==> src/rtl/mem_arb_ctrl.sv <==
// mem_arb_ctrl
//   Two-port round-robin arbiter and access sequencer for the 4K x 8 memory
//   (cen/rd/wr/add/din/dout interface). Requesters A and B share the single
//   memory port. Each access is one single-cycle strobe. Read data comes back
//   to the owning requester after the memory read latency.
//
// Parameters
//   RD_LAT  memory read latency in cycles (1..15)
//   AW      address width
//   DW      data width
//
// Ports
//   clk, rst                       clock (rising edge), async active-low reset
//   req_x/we_x/addr_x/wdata_x      requester x command (x = a, b), held until gnt_x
//   gnt_x                          one-cycle pulse when x's command is issued
//   rvalid_x/rdata_x               read return pulse; rdata_x is held until x's next read
//   cen/rd/wr/add/din/dout         memory interface
//   busy                           high while not idle
//   gnt_cnt_a/gnt_cnt_b            saturating grant counters
//
// Build option
//   MEM_ARB_STATS_EN  when defined, enables the grant counters; otherwise
//                     gnt_cnt_a/gnt_cnt_b are tied to zero.
module mem_arb_ctrl #(
   parameter int unsigned RD_LAT = 1,
   parameter int unsigned AW     = 12,
   parameter int unsigned DW     = 8
) (
   input  logic          clk,
   input  logic          rst,
   input  logic          req_a,
   input  logic          we_a,
   input  logic [AW-1:0] addr_a,
   input  logic [DW-1:0] wdata_a,
   output logic          gnt_a,
   output logic          rvalid_a,
   output logic [DW-1:0] rdata_a,
   input  logic          req_b,
   input  logic          we_b,
   input  logic [AW-1:0] addr_b,
   input  logic [DW-1:0] wdata_b,
   output logic          gnt_b,
   output logic          rvalid_b,
   output logic [DW-1:0] rdata_b,
   output logic          cen,
   output logic          rd,
   output logic          wr,
   output logic [AW-1:0] add,
   output logic [DW-1:0] din,
   input  logic [DW-1:0] dout,
   output logic          busy,
   output logic [15:0]   gnt_cnt_a,
   output logic [15:0]   gnt_cnt_b
);

   typedef enum logic [1:0] {IDLE, ISSUE, WAIT, DONE} state_e;
   typedef enum logic {OWN_A, OWN_B} owner_e;

   localparam logic [3:0] LAT_INIT = 4'(RD_LAT - 1);

   state_e        state_q, state_d;
   owner_e        owner_q, owner_d;
   owner_e        last_q, last_d;
   logic          we_q, we_d;
   logic [3:0]    lat_q, lat_d;
   logic          cen_q, cen_d, rd_q, rd_d, wr_q, wr_d;
   logic [AW-1:0] add_q, add_d;
   logic [DW-1:0] din_q, din_d;
   logic          gnt_a_q, gnt_a_d, gnt_b_q, gnt_b_d;
   logic          rvalid_a_q, rvalid_a_d, rvalid_b_q, rvalid_b_d;
   logic [DW-1:0] rdata_a_q, rdata_a_d, rdata_b_q, rdata_b_d;
   logic          busy_q, busy_d;
   logic          pick_b;

   always_ff @(posedge clk or negedge rst) begin
      if (!rst) begin
         state_q    <= IDLE;
         owner_q    <= OWN_A;
         last_q     <= OWN_B;
         we_q       <= 1'b0;
         lat_q      <= '0;
         cen_q      <= 1'b0;
         rd_q       <= 1'b0;
         wr_q       <= 1'b0;
         add_q      <= '0;
         din_q      <= '0;
         gnt_a_q    <= 1'b0;
         gnt_b_q    <= 1'b0;
         rvalid_a_q <= 1'b0;
         rvalid_b_q <= 1'b0;
         rdata_a_q  <= '0;
         rdata_b_q  <= '0;
         busy_q     <= 1'b0;
      end else begin
         state_q    <= state_d;
         owner_q    <= owner_d;
         last_q     <= last_d;
         we_q       <= we_d;
         lat_q      <= lat_d;
         cen_q      <= cen_d;
         rd_q       <= rd_d;
         wr_q       <= wr_d;
         add_q      <= add_d;
         din_q      <= din_d;
         gnt_a_q    <= gnt_a_d;
         gnt_b_q    <= gnt_b_d;
         rvalid_a_q <= rvalid_a_d;
         rvalid_b_q <= rvalid_b_d;
         rdata_a_q  <= rdata_a_d;
         rdata_b_q  <= rdata_b_d;
         busy_q     <= busy_d;
      end
   end

   always_comb begin
      state_d    = state_q;
      owner_d    = owner_q;
      last_d     = last_q;
      we_d       = we_q;
      lat_d      = lat_q;
      cen_d      = 1'b0;
      rd_d       = 1'b0;
      wr_d       = 1'b0;
      add_d      = '0;
      din_d      = '0;
      gnt_a_d    = 1'b0;
      gnt_b_d    = 1'b0;
      rvalid_a_d = 1'b0;
      rvalid_b_d = 1'b0;
      rdata_a_d  = rdata_a_q;
      rdata_b_d  = rdata_b_q;
      pick_b     = 1'b0;

      unique case (state_q)
         IDLE: begin
            if (req_a || req_b) begin
               // B wins when alone, or on a tie when A owned the last grant.
               pick_b  = req_b && (!req_a || (last_q == OWN_A));
               owner_d = pick_b ? OWN_B : OWN_A;
               last_d  = owner_d;
               we_d    = pick_b ? we_b : we_a;
               // Issue-cycle outputs are registered here so they appear in ISSUE.
               cen_d   = 1'b1;
               wr_d    = we_d;
               rd_d    = ~we_d;
               add_d   = pick_b ? addr_b : addr_a;
               din_d   = we_d ? (pick_b ? wdata_b : wdata_a) : '0;
               gnt_a_d = ~pick_b;
               gnt_b_d = pick_b;
               state_d = ISSUE;
            end
         end
         ISSUE: begin
            if (we_q) begin
               state_d = IDLE;
            end else begin
               // Every read spends RD_LAT cycles in WAIT so dout is captured at
               // the edge ending T+RD_LAT and rvalid lands in T+RD_LAT+1 for any latency.
               state_d = WAIT;
               lat_d   = LAT_INIT;
            end
         end
         WAIT: begin
            if (lat_q == '0) begin
               state_d = DONE;
               if (owner_q == OWN_B) begin
                  rdata_b_d  = dout;
                  rvalid_b_d = 1'b1;
               end else begin
                  rdata_a_d  = dout;
                  rvalid_a_d = 1'b1;
               end
            end else begin
               lat_d = lat_q - 4'd1;
            end
         end
         DONE: begin
            state_d = IDLE;
         end
         default: begin
            state_d = IDLE;
         end
      endcase

      busy_d = (state_d != IDLE);
   end

   assign cen      = cen_q;
   assign rd       = rd_q;
   assign wr       = wr_q;
   assign add      = add_q;
   assign din      = din_q;
   assign gnt_a    = gnt_a_q;
   assign gnt_b    = gnt_b_q;
   assign rvalid_a = rvalid_a_q;
   assign rvalid_b = rvalid_b_q;
   assign rdata_a  = rdata_a_q;
   assign rdata_b  = rdata_b_q;
   assign busy     = busy_q;

`ifdef MEM_ARB_STATS_EN
   logic [15:0] cnt_a_q, cnt_b_q;

   always_ff @(posedge clk or negedge rst) begin
      if (!rst) begin
         cnt_a_q <= '0;
         cnt_b_q <= '0;
      end else begin
         if (gnt_a_q && (cnt_a_q != '1)) cnt_a_q <= cnt_a_q + 16'd1;
         if (gnt_b_q && (cnt_b_q != '1)) cnt_b_q <= cnt_b_q + 16'd1;
      end
   end

   assign gnt_cnt_a = cnt_a_q;
   assign gnt_cnt_b = cnt_b_q;
`else
   assign gnt_cnt_a = '0;
   assign gnt_cnt_b = '0;
`endif

endmodule
==> config.mk <==
export PLATFORM = sky130hd
export DESIGN_NAME = mem_arb_ctrl
export DESIGN_NICKNAME = d
export VERILOG_FILES = /design/src/rtl/mem_arb_ctrl.sv
export SDC_FILE = /design/constraint.sdc
export NUM_CORES = 1
export LEC_CHECK = 0
export ABC_AREA = 0
export CAP_MARGIN = 15
export CORE_ASPECT_RATIO = 1.5
export CORE_MARGIN = 5
export CORE_UTILIZATION = 38
export CTS_CLUSTER_DIAMETER = 50
export DETAILED_ROUTE_END_ITERATION = 12
export PLACE_DENSITY = 0.89
export REMOVE_ABC_BUFFERS = 1
export SLEW_MARGIN = 20
export SYNTH_ARGS = -nofsm -noshare
export SYNTH_HDL_FRONTEND = slang
export SYNTH_SLANG_ARGS = --single-unit
==> constraint.sdc <==
create_clock -name clk -period 1.9 [get_ports clk]
set_input_delay 0.19 -clock clk [delete_from_list [all_inputs] [get_ports clk]]
set_output_delay 0.19 -clock clk [all_outputs]
set_load 0.01 [all_outputs]
Word level (Yosys, flattened, before mapping)
Index checks and enable logic that the tools add are counted.
{"block": "word_totals", "register_bits": 53, "inputBits": 54, "output_inout_bits": 76, "wordCells": 71}
{"block": "classes", "n_addsub": 1, "n_eq_ne": 5, "muxes": 32, "n_bitwise": 4, "n_reduce_logical": 12}
{"op": "12-bit two-way mux", "n": 3}
{"op": "8-bit two-way mux", "n": 4}
{"op": "1-bit two-way mux", "n": 18}
{"op": "3-bit AND reduction", "n": 3}
{"op": "4-bit two-way mux", "n": 2}
{"op": "2-bit one-hot mux with 4 select lines", "n": 1}
{"op": "4-bit one-hot mux with 2 select lines", "n": 1}
{"op": "2-bit two-way mux", "n": 3}
{"op": "2-bit == test (second input constant)", "n": 2}
{"op": "4-bit zero test", "n": 1}
{"op": "2-bit != test (second input constant)", "n": 2}
{"op": "1-bit NOT", "n": 4}
{"op": "2-bit nonzero test", "n": 2}
{"op": "4-bit by 1-bit subtractor with 4-bit output (second input constant)", "n": 1}
{"op": "2-bit by 1-bit == test with 1-bit output (second input constant)", "n": 1}
{"op": "2-bit zero test", "n": 1}
{"op": "1-bit logical OR", "n": 2}
{"op": "2-bit AND reduction", "n": 1}
{"op": "1-bit logical AND", "n": 1}
{"op": "1-bit zero test", "n": 1}

Logic depth before layout (Yosys ltp)
{"block": "depth", "word_depth": 7, "depth_mapped": 6, "mapped_depth_nobuf": 5}

Least setup slack after synthesis
No wires, ideal clock.
{"block": "synth_timing", "path_type": "reg-to-reg", "start": "register lat_q[0]", "end": "register rdata_b_q[0] (netlist: rdata_b[0])", "setup_ns": 0.125, "arrival_time_ns": 1.582, "required_ns": 1.775, "path_slack_ns": 0.193, "path_stages_with_launch": 7, "n_path_buf": 1, "synth_period_minus_slack_ns": 1.707, "cell_sequence": "dfrtp_1 inv_1 ha_1 nor3b_1 and3_1 buf_4 mux2_2"}
{"block": "synth_between", "elab_chain_cells": 2}
{"item": "from (decl)", "line_no": "65", "text": "logic [3:0] lat_q, lat_d;"}
{"item": "from (signal assigned)", "line_no": "99", "text": "lat_q <= lat_d;"}
{"item": "4-bit zero test", "line_no": "164", "text": "if (lat_q == '0) begin"}
{"item": "3-bit AND reduction (no line)"}
{"item": "to (signal assigned)", "line_no": "110", "text": "rdata_b_q <= rdata_b_d;"}
{"item": "to (decl)", "line_no": "71", "text": "logic [DW-1:0] rdata_a_q, rdata_a_d, rdata_b_q, rdata_b_d;"}
No other way between the ends.
A chain may end at the register's enable or synchronous reset.

Worst setup path after layout
{"block": "layout_timing", "start": "register lat_q[0]", "end": "register rdata_b_q[7] (netlist: rdata_b[7])"}
Same word-level chain as after synthesis.

==> metrics.txt <==
vias per cell=4.65; initial DRC count=65; drt pass-1 iters=4; number of max-cap violations=0; Util after Layout=56.1%; DIE AREA=0.00781 mm^2; Synth cell types=34; area delta synth->final=45.9%; Seq cells post-synth=53; critical path endpoint category=register; top post-synthesis cells by count=dfrtp_1 (52), buf_4 (33), nand2_1 (27); initial antenna violation count=0; vias in the first global route=1869; met1 GRT Util=16.3%; chip height=106 um; Setup Buffers After CTS=0; number of diodes=0; Worst path slowest cell=dfrtp_1; CP bufs+invs=2; Gate power share=42.5%; crit path kind=reg -> reg; post-synthesis sequential area ratio=57.2%; Die Wd=73.8 um; Sw Pwr=1.31 mW; Data required, critical path=2.09 ns; top-area cell type share of the netlist area=56.0%; Synth area leader=dfrtp_1; Root Driver=clkbuf_8; minimum clock period=1.78 ns; Final Setup Violations=0; fin crit share=93.4%; max-slew violations=0; CP cell instances=inv_1 > ha_1 > nor3b_4 > and3_1 > buf_4 > mux2_2; Total Routing Usage GR=14.9%; io pins=130; Ys Warns=0; Net count, final=360; htree depth=2; met3 usage=1.81%; P per Cell Area=1210 mW/mm^2; ANT nets after route=0; routability cong.=0.841; startpoint type of the worst setup path=register; area of the multi-input gates=822 um^2; top_reg_cell synth=dfrtp_1; Synth Area per Inst=11.6 um^2; initial core utilization=38.4%; met2 usage=28.0%; endpoints failing hold=0; CP peak stage delay=0.42 ns; status=completed; Layout Cells excl Fill=380; Clock Sinks=53; Avg WL per Cell=15.1 um; share of post-route cells with drive strength above 1=12.7%; post-placement cell count=371; CP arrival=1.96 ns; Row Count=35; register area=0.00133 mm^2; global-route wire length before repair=9050 um; largest net degree at the start of global routing=20; Flop pwr share=42.2%; Switching Share=32.1%; Reg clk slew, reported paths=0.10 ns; CTS tree=yes; Place WS=-0.0212 ns; HPWL after DPL=4710 um; Total Wirelength=5730 um; Power, Total=4.10 mW; PortBufs=97; Pleak=1.56 nW; synthesized area=0.00232 mm^2; Peak Freq=0.563 GHz; Synth async-reset ratio=100%; Top delay family on crit path=simple AND/OR/NAND/NOR gates; top post-synthesis cells by area=dfrtp_1 (56%), buf_4 (11%), mux2_2 (8.2%), nand2_1 (4.4%), a21oi_1 (3.2%); final worst slack=0.125 ns; Core Footprint=0.00604 mm^2; Post-synth EDFFs=0; Layout Skew=0.0133 ns; Clock power frac=15.3%; FILL cells=538; HP Class=in -> async; Clock Path Buffers=2; post-synthesis cell count=201; DRC violations left=0; worst-path maximum fanout=6; most common cell in the netlist=dfrtp_1; worst skew pair latency=0.31 ns; gr ovfl total=0; RSZ-0062 raised after global routing=no; Peak VDD IR=0.460 mV; CTS Buf Count=5; via count=1767; Int Pwr=2.78 mW; busiest grt layer=met2
-- power by group through the flow --
stage | clock (mW) | sequential, mW | combinational, mW
CTS | 0.644 | 1.73 | 1.77
detailed placement | 0 | 1.76 | 1.76
finish | 0.626 | 1.73 | 1.74
global route | 0.673 | 1.77 | 1.89
global placement | 0 | 1.73 | 1.71
floorplan | 0 | 1.87 | 0.587
-- sequential cells by signal, summed over array words and instances (netlist names), 2 cells and up --
| signal | cells |
|---|---|
| rdata_a | 8 |
| add | 12 |
| din | 8 |
| lat_q | 4 |
| rdata_b | 8 |
| state_q | 2 |
-- metrics by stage --
stage / instance area, um^2 / hold slack [ns] / setup TNS, ns
finish: 3390 / 0.343 / 0
global route: 3390 / 0.411 / 0
CTS: 3380 / 0.362 / 0
detailed placement: 3280 / 0.141 / -0.0565
global placement: 3280 / 0.141 / 0
floorplan: 2160 / -0.106 / -0.0426
-- kinds of logic after synthesis --
group	Yosys count	synth area share [%]
AO/OA/AOI/OAI	36	10.8
buffers and inverters	46	12.9
other	1	0.161
AND/OR/NAND/NOR	45	9.32
flip-flops	53	57.2
adder cells (fa/ha/maj)	1	0.539
multiplexers	19	9.11
-- worst register-to-register path: stages (launching register included) --
cell	delay, ns
dfrtp_1	0.42
inv_1	0.07
ha_1	0.21
nor3b_4	0.26
and3_1	0.21
buf_4	0.15
mux2_2	0.34
-- what timing repair did --
item,4_1_cts,5_1_grt
resized for setup,1,1
cloned,0,0
setup endpoints to repair,6,4
endpoints found under the hold margin,15,0
hold buffers,1,0
pin swaps,0,0
-- per-layer routing --
metal / up-vias / part of all wire, %
li1: 821 / -
met1: 844 / 34
met2: 92 / 56
met3: 10 / 7.7
met4: 0 / 1.8
met5: - / 0
-- cell usage in the layout, fill, tap and decap left out, types with 2 or more instances in the layout --
cell	Yosys	routed
nor2_1	5	5
buf_4	33	8
mux2_2	17	17
clkdlybuf4s50_1	0	96
dfrtp_1	52	52
inv_1	6	6
a221oi_1	2	2
o21ai_0	3	2
clkinvlp_4	0	2
nor2b_1	3	3
a22o_1	8	8
mux2i_1	2	2
nand2_1	27	27
and3_1	2	2
conb_1	1	32
clkbuf_8	0	5
a21oi_1	15	15
-- final timing paths --
path	depth (start not counted)	from	slack, ns	to
worst max-delay path	6	lat_q[0]	0.12	rdata_b[7]
worst min-delay path	2	rst	0.34	cen
worst max register to register	6	lat_q[0]	0.12	rdata_b[7]
worst min register to register	1	rdata_a[3]	0.52	rdata_a[3]
max in group asynchronous	3	rst	0.98	rd
min in group clk	3	addr_b[9]	0.41	add[9]
-- layout make-up --
type,count,area share [%]
multi-input cells,133,24.3
clock buffers,6,2.14
inverters,6,0.665
clock inverters,2,0.443
well taps,74,2.73
repair buffers,106,30.6
flip-flops and latches,53,39.2
Note: power is estimated with default switching activity, not from simulation.
